<file path="config.mk">
export PLATFORM = sky130hd
export DESIGN_NAME = inst_rom_arb
export DESIGN_NICKNAME = d
export VERILOG_FILES = /design/src/rtl/inst_rom_arb_pkg.sv /design/src/rtl/inst_rom_arb.sv
export SDC_FILE = /design/constraint.sdc
export NUM_CORES = 1
export LEC_CHECK = 0
export ABC_CLOCK_PERIOD_IN_PS = 3150
export CORE_MARGIN = 8
export CORE_UTILIZATION = 36
export CTS_BUF_LIST = sky130_fd_sc_hd__clkbuf_2 sky130_fd_sc_hd__clkbuf_4 sky130_fd_sc_hd__clkbuf_8
export DETAILED_ROUTE_END_ITERATION = 10
export PLACE_DENSITY_LB_ADDON = 0.05
export SYNTH_ARGS = -nofsm -noshare
export SYNTH_HDL_FRONTEND = slang
export SYNTH_SLANG_ARGS = --single-unit
</file>
<file path="constraint.sdc">
create_clock -name clk -period 3.15 [get_ports clk]
set_input_delay 0.945 -clock clk [delete_from_list [all_inputs] [get_ports clk]]
set_output_delay 0.945 -clock clk [all_outputs]
set_load 0.005 [all_outputs]
</file>
<file path="src/rtl/inst_rom_arb_pkg.sv">
// Shared bus macros and arbitration types for the instruction-ROM arbiter.
// Macros are guarded so this file can sit alongside a project-wide defines.v.
`ifndef INST_ROM_ARB_DEFINES
`define INST_ROM_ARB_DEFINES
`define RstEnable    1'b1
`define ChipEnable   1'b1
`define ChipDisable  1'b0
`define ZeroWord     32'h0000_0000
`define InstAddrBus  31:0
`define InstBus      31:0
`define StarveCntBus 2:0
`endif

package inst_rom_arb_pkg;

  localparam int STARVE_CNT_W = 3;

  // Which requester currently owns the ROM port.
  typedef enum logic [1:0] {
    SRC_NONE,
    SRC_IF,
    SRC_DR
  } rom_src_e;

  // Data reads are word-only; any nonzero low byte-address bits are misaligned.
  function automatic logic is_misaligned(input logic [1:0] addr_lsb);
    return addr_lsb != 2'b00;
  endfunction

endpackage

</file>
<file path="src/rtl/inst_rom_arb.sv">
// Arbitrates one combinational instruction ROM between the fetch port and a
// data-side read port, with a bounded-starvation guarantee for the data port.
module inst_rom_arb
  import inst_rom_arb_pkg::*;
#(
  parameter int StarveLimit = 3
) (
  input  logic                clk,
  input  logic                rst,
  input  logic                if_req,
  input  logic [`InstAddrBus] if_addr,
  output logic                if_gnt,
  output logic [`InstBus]     if_inst,
  output logic                if_valid,
  input  logic                dr_req,
  input  logic [`InstAddrBus] dr_addr,
  output logic                dr_gnt,
  output logic [`InstBus]     dr_data,
  output logic                dr_valid,
  output logic                dr_err,
  output logic                rom_ce,
  output logic [`InstAddrBus] rom_addr,
  input  logic [`InstBus]     rom_inst,
  output logic                stallreq_if
);

  if (StarveLimit < 1 || StarveLimit > 7) begin : g_bad_limit
    $error("inst_rom_arb: StarveLimit must be in 1..7");
  end

  localparam logic [`StarveCntBus] STARVE_MAX = STARVE_CNT_W'(StarveLimit);

  logic [`StarveCntBus] starve_cnt;
  logic                 dr_mis;
  logic                 in_reset;
  rom_src_e             rom_src;

  assign in_reset = (rst == `RstEnable);
  assign dr_mis   = is_misaligned(dr_addr[1:0]);

  // A misaligned data read never touches the ROM, so it can be accepted in
  // parallel with a fetch; otherwise at most one requester wins.
  always_comb begin
    // NOTE: every output of this block gets a default first so no path leaves it unassigned (no latch).
    if_gnt  = 1'b0;
    dr_gnt  = 1'b0;
    rom_src = SRC_NONE;
    if (!in_reset) begin
      if (dr_req && dr_mis) begin
        dr_gnt = 1'b1;
        if_gnt = if_req;
      end else if (dr_req && if_req) begin
        if (starve_cnt == STARVE_MAX) dr_gnt = 1'b1;
        else                          if_gnt = 1'b1;
      end else begin
        if_gnt = if_req;
        dr_gnt = dr_req;
      end
    end
    if (if_gnt)                rom_src = SRC_IF;
    else if (dr_gnt && !dr_mis) rom_src = SRC_DR;
  end

  always_comb begin
    rom_ce   = `ChipDisable;
    rom_addr = `ZeroWord;
    case (rom_src)
      SRC_IF: begin
        rom_ce   = `ChipEnable;
        rom_addr = if_addr;
      end
      SRC_DR: begin
        rom_ce   = `ChipEnable;
        rom_addr = dr_addr;
      end
      default: ;
    endcase
  end

  assign stallreq_if = if_req && !if_gnt && !in_reset;

  // NOTE: sequential state uses non-blocking assignments so every register samples pre-edge values.
  always_ff @(posedge clk) begin
    if (in_reset) begin
      starve_cnt <= '0;
    end else if (!dr_req || dr_gnt) begin
      starve_cnt <= '0;
    end else if (starve_cnt != STARVE_MAX) begin
      starve_cnt <= starve_cnt + 1'b1;
    end
  end

  always_ff @(posedge clk) begin
    if (in_reset) begin
      if_inst  <= `ZeroWord;
      if_valid <= 1'b0;
    end else begin
      if_valid <= if_gnt;
      if (if_gnt) if_inst <= rom_inst;
    end
  end

  // Data held between responses; a misaligned response returns zero with dr_err.
  always_ff @(posedge clk) begin
    if (in_reset) begin
      dr_data  <= `ZeroWord;
      dr_valid <= 1'b0;
      dr_err   <= 1'b0;
    end else begin
      dr_valid <= dr_gnt;
      dr_err   <= dr_gnt && dr_mis;
      if (dr_gnt) dr_data <= dr_mis ? `ZeroWord : rom_inst;
    end
  end

endmodule

</file>
======== After elaboration in Yosys (flattened, before gate mapping) ========
Index checks and enable logic that the tools add are counted.
word-level totals
  bits in registers ....................... 70
  output and inout port bits .............. 103
cells by class
  eq/ne operators ......................... 4
  reductions and logical operators ........ 14
  mux-type cells .......................... 13
  add/sub/neg operators ................... 1
operator list
  kind                                                    count
  case mux 32 bit (2 select lines)                        1
  2-to-1 mux 32 bit                                       1
  2-to-1 mux 1 bit                                        9
  logical AND 1 bit                                       6
  logical NOT 1 bit                                       4
  2-to-1 mux 2 bit                                        2
  OR reduction 2 bit                                      2
  adder 3 x 1 -> 3 bit (second input constant)            1
  equality test 3 x 2 -> 1 bit (second input constant)    1
  inequality test 3 x 2 -> 1 bit (second input constant)  1
  equality test 2 x 1 -> 1 bit (second input constant)    1
  equality test 2 bit (second input constant)             1
  nonzero test 2 bit                                      1
  logical OR 1 bit                                        1

======== Logic depth before layout (Yosys ltp) ========
Gate-level depths: netlist (run 1).
  depth after elaboration ................. 11
  depth in mapped cells ................... 6
  gate-level depth less buffers ........... 5

======== Worst setup path after synthesis (run 1) ========
No wires, ideal clock.
  path type ............................... input to output
  start ................................... input port rst
  end ..................................... output port rom_addr[10]
  arrival time ............................ 2.046 ns
  path buffers ............................ 2
  path slack .............................. 0.159 ns
  cell stages on the path ................. 5
  cells stage by stage .................... buf_6 -> nand2b_4 -> nor4_4 -> buf_6 -> a22o_1
on the way
  word-level cells in the longest chain between the ends .. 6
ends and longest elaborated chain
  element                                                                     RTL line            RTL
  start, declared                                                             inst_rom_arb.sv:9   input logic rst,
  2-to-1 mux 1 bit                                                            inst_rom_arb.sv:48  if (!in_reset) begin
  logical AND 1 bit                                                           inst_rom_arb.sv:61  else if (dr_gnt && !dr_mis) rom_src = SRC_DR;
  2-to-1 mux 2 bit                                                            inst_rom_arb.sv:61
  2-to-1 mux 2 bit *                                                          inst_rom_arb.sv:60  if (if_gnt) rom_src = SRC_IF;
  equality test 2 bit / equality test 2 x 1 -> 1 bit (equally long branches)  inst_rom_arb.sv:67  case (rom_src)
  case mux 32 bit (2 select lines) *                                          inst_rom_arb.sv:67
  end, declared                                                               inst_rom_arb.sv:22  output logic [`InstAddrBus] rom_addr,
Every way passes the cells marked *; elsewhere a longest branch is shown, timed or not.

======== Worst setup path in the final report (run 1) ========
  start ................................... input port rst
  end ..................................... output port rom_ce
on the way
  word-level cells in the longest chain between the ends .. 7
ends and longest elaborated chain
  element                                                                     RTL line            RTL
  2-to-1 mux 1 bit                                                            inst_rom_arb.sv:48
  logical AND 1 bit                                                           inst_rom_arb.sv:61
  2-to-1 mux 2 bit                                                            inst_rom_arb.sv:61
  2-to-1 mux 2 bit *                                                          inst_rom_arb.sv:60
  equality test 2 bit / equality test 2 x 1 -> 1 bit (equally long branches)  inst_rom_arb.sv:67
  OR reduction 2 bit (no line) *                                              n/a
  2-to-1 mux 1 bit *                                                          inst_rom_arb.sv:67
  end, declared                                                               inst_rom_arb.sv:21  output logic rom_ce,
Marked as above.

==> results of run 1 <==
layout make-up:
type	count	area [µm²]	area share (%)
flip-flops and latches	70	1401	26.87
inverters	3	11.26	0.2159
multi-input cells	148	1321	25.34
clock inverters	4	25.02	0.4798
clock buffers	11	138.9	2.663
well taps	102	127.6	2.447
repair buffers	236	2190	41.99
cell families after synthesis:
family	share of synthesized area [%]
mux	12.61
simple gates	11.16
flops	49.04
compound gates	20.75
fa+ha+maj	0.8755
buf+inv	5.560
critical path, cell delays in order:
cell           delay, ps
buf_6                100
nand2b_4             140
nor4_4               250
buf_4                200
buf_16               150
or2_1                100
dlygate4sd2_1        230
path summary, 6_finish.rpt:
check                             start                          to  slack (ps)  cells after the start
min          starve_cnt[0]$_SDFFE_PP0N_  starve_cnt[0]$_SDFFE_PP0N_         420                      1
max                                 rst                      rom_ce          90                      7
max reg2reg  starve_cnt[0]$_SDFFE_PP0N_     if_inst[6]$_SDFFE_PP0P_         930                      9
min reg2reg  starve_cnt[0]$_SDFFE_PP0N_  starve_cnt[0]$_SDFFE_PP0N_         420                      1
sequential cells by signal (all words and copies together) (netlist names):
name / count
dr_valid: 1
dr_err: 1
if_valid: 1
starve_cnt: 3
if_inst: 32
dr_data: 32
report_power, final:
group          switching, µW  internal, µW  total [µW]
combinational            137           279         416
clock                    322           296         618
sequential              16.8           925         942
metal layers:
layer | routed length, µm | GRT usage [%]
met1 | 4562 | 21.03
met5 | 0 | 0
met4 | 235 | 6.626
met2 | 5563 | 34.84
met3 | 1042 | 8.354
synth_stat cells (all sizes together):
| master | count | area (µm²) |
|---|---|---|
| nand4b | 1 | 8.760 |
| nor2 | 5 | 21.27 |
| or4b | 1 | 13.76 |
| or2 | 1 | 6.260 |
| nor2b | 34 | 212.7 |
| nor4 | 1 | 21.27 |
| inv | 3 | 11.26 |
| and4 | 1 | 8.760 |
| clkbuf | 3 | 11.26 |
| mux2 | 32 | 360.3 |
| dfxtp | 70 | 1401 |
| a311oi | 2 | 23.77 |
| a21oi | 3 | 26.28 |
| ha | 2 | 25.02 |
| nand2b | 1 | 13.76 |
| buf | 17 | 136.4 |
| and2 | 2 | 12.51 |
| a22o | 62 | 543.0 |
cells in the final DEF (no fill, tap or decap), drive strengths merged:
master,synthesis,final
or4b,1,1
and2,2,2
nand2b,1,1
or2,1,1
buf,17,57
clkbuf,3,23
dfxtp,70,70
clkdlybuf4s50,0,162
dlymetal6s2s,0,1
dlygate4sd2,0,2
ha,2,2
and4,1,1
clkdlybuf4s15,0,2
clkinvlp,0,2
a21oi,3,3
clkinv,0,2
nor2b,34,34
nor4,1,1
mux2,32,32
a311oi,2,2
nand4b,1,1
inv,3,3
a22o,62,62
nor2,5,5
per-stage QoR:
stage | power, µW | worst slack (ps) | cells | hold WS (ps) | util (%)
after floorplan | 1084 | 159.0 | 241 | 399.2 | -
after global placement | 1377 | -711.9 | 546 | 406.5 | 65.40
after detailed placement | 1382 | -709.1 | 546 | 413.0 | 65.40
after CTS | 2006 | -39.50 | 574 | 423.7 | 68.44
after global routing | 2064 | 22.37 | 574 | 437.6 | 67.49
final | 1976 | 90.04 | 574 | 419.3 | 67.49
repair_timing:
action | in CTS | in global routing
gates cloned | 4 | 0
resized for setup | 123 | 32
pin swaps | 3 | 3
setup buffers | 9 | 2
endpoints found under the setup margin | 36 | 33
==> impl_metrics.py, run 1 <==
metrics = {
    "detailed_routing": {
        "totalWireLength_mm": 11.40,
        "vias": 2813,
        "ant_nets": 0,
        "wl_per_cell_um": 19.87,
        "via_per_inst": 4.901,
        "route.detailed.drc": 0,
        "drtPass1Iterations": 4,
        "drt_iter0_markers": 87,
    },
    "synthesis": {
        "syn_inst": 241,
        "yosysSeqAreaShare_pct": 49.04,
        "ys_types": 24,
        "netlist_area_um2": 2858,
        "avgSynthCellArea_um2": 11.86,
        "synth-seq-cells": 70,
        "yosys_warnings": 0,
        "syn_nets": 343,
    },
    "finish": {
        "diodes": 0,
        "design_area_um2": 5215,
        "fillers": 616,
        "layout-drive-gt1-share_pct": 25.42,
        "final_nets": 570,
        "synthToLayoutAreaGrowth_pct": 82.49,
    },
    "worst_setup_path": {
        "worstPathRequired_ps": 2200,
        "path_class": "input pin to output pin",
        "path_max_fanout": 16,
        "endpoint_kind": "output pin",
        "worstSetupStartpointType": "input pin",
        "cp.arrival_ps": 2110,
    },
    "floorplanning": {
        "die_w_um": 105.1,
        "initial_core_util_pct": 36.98,
        "num_io_pins": 203,
        "coreArea_um2": 7727,
        "dieArea_um2": 11050,
        "die_height_um": 105.1,
        "rows": 32,
    },
    "sta": {
        "fin_skew_ps": 10.29,
        "timing.final.hold_violations": 0,
        "fin_setup_tns_ps": 0,
        "setup_viol": 0,
        "fmax_mhz": 326.8,
        "min_period_ps": 3060,
        "min_period_over_period_pct": 97.14,
        "maxSlewViolCount": 0,
        "rsz0062_at_grt": "false",
        "slew_headroom_pct": 79.86,
        "worstMarginPinSlew_ps": 302.2,
    },
    "global_route": {
        "grt.overflow.total": 0,
        "track_usage_pct": 19.88,
        "grt_pass1_vias": 2988,
        "grt_start_max_net_pins": 21,
        "grt_pass1_wl_mm": 17.41,
        "grt_antenna_before_repair": 0,
    },
    "clock_network": {
        "clock_path_buffers": 2,
        "ctsRootBufferMaster": "clkbuf_8",
        "cts_inserted_buffers": 9,
        "insertion_delay_ps": 340,
        "path_clk_slew_ps": 70,
        "cts.sinks": 70,
        "cts-hold-fix-buffers": 0,
        "htreeDepth": 3,
        "tritoncts": "built",
    },
    "placed_design": {
        "numPortBuffers": 202,
        "dpl_cell_area_um2": 5054,
        "place_hpwl_mm": 8.741,
        "routabilityCongestion": 0.8292,
    },
    "power_and_ir_drop": {
        "ir_drop_v": 0.0003335,
        "power.density_nw_per_um2": 378.9,
        "p_leak_uw": 0.002183,
    },
    "worst_hold_path": {
        "hp-class": "flop to flop",
    },
    "status": {
        "status": "finished, final reports clean",
    },
    "run": {
        "cap_viol_max_count": 0,
    },
}
Note: power is estimated with default switching activity, not from simulation.
==> run 2: changes to the inputs <==
--- a/config.mk
+++ b/config.mk
@@ -11,6 +11,7 @@
 export CTS_BUF_LIST = sky130_fd_sc_hd__clkbuf_2 sky130_fd_sc_hd__clkbuf_4 sky130_fd_sc_hd__clkbuf_8
 export DETAILED_ROUTE_END_ITERATION = 10
 export PLACE_DENSITY_LB_ADDON = 0.05
+export SLEW_MARGIN = 20
 export SYNTH_ARGS = -nofsm -noshare
 export SYNTH_HDL_FRONTEND = slang
 export SYNTH_SLANG_ARGS = --single-unit
==> results of run 2 <==
The final DEF is identical to that of run 1; final timing and power are the same.
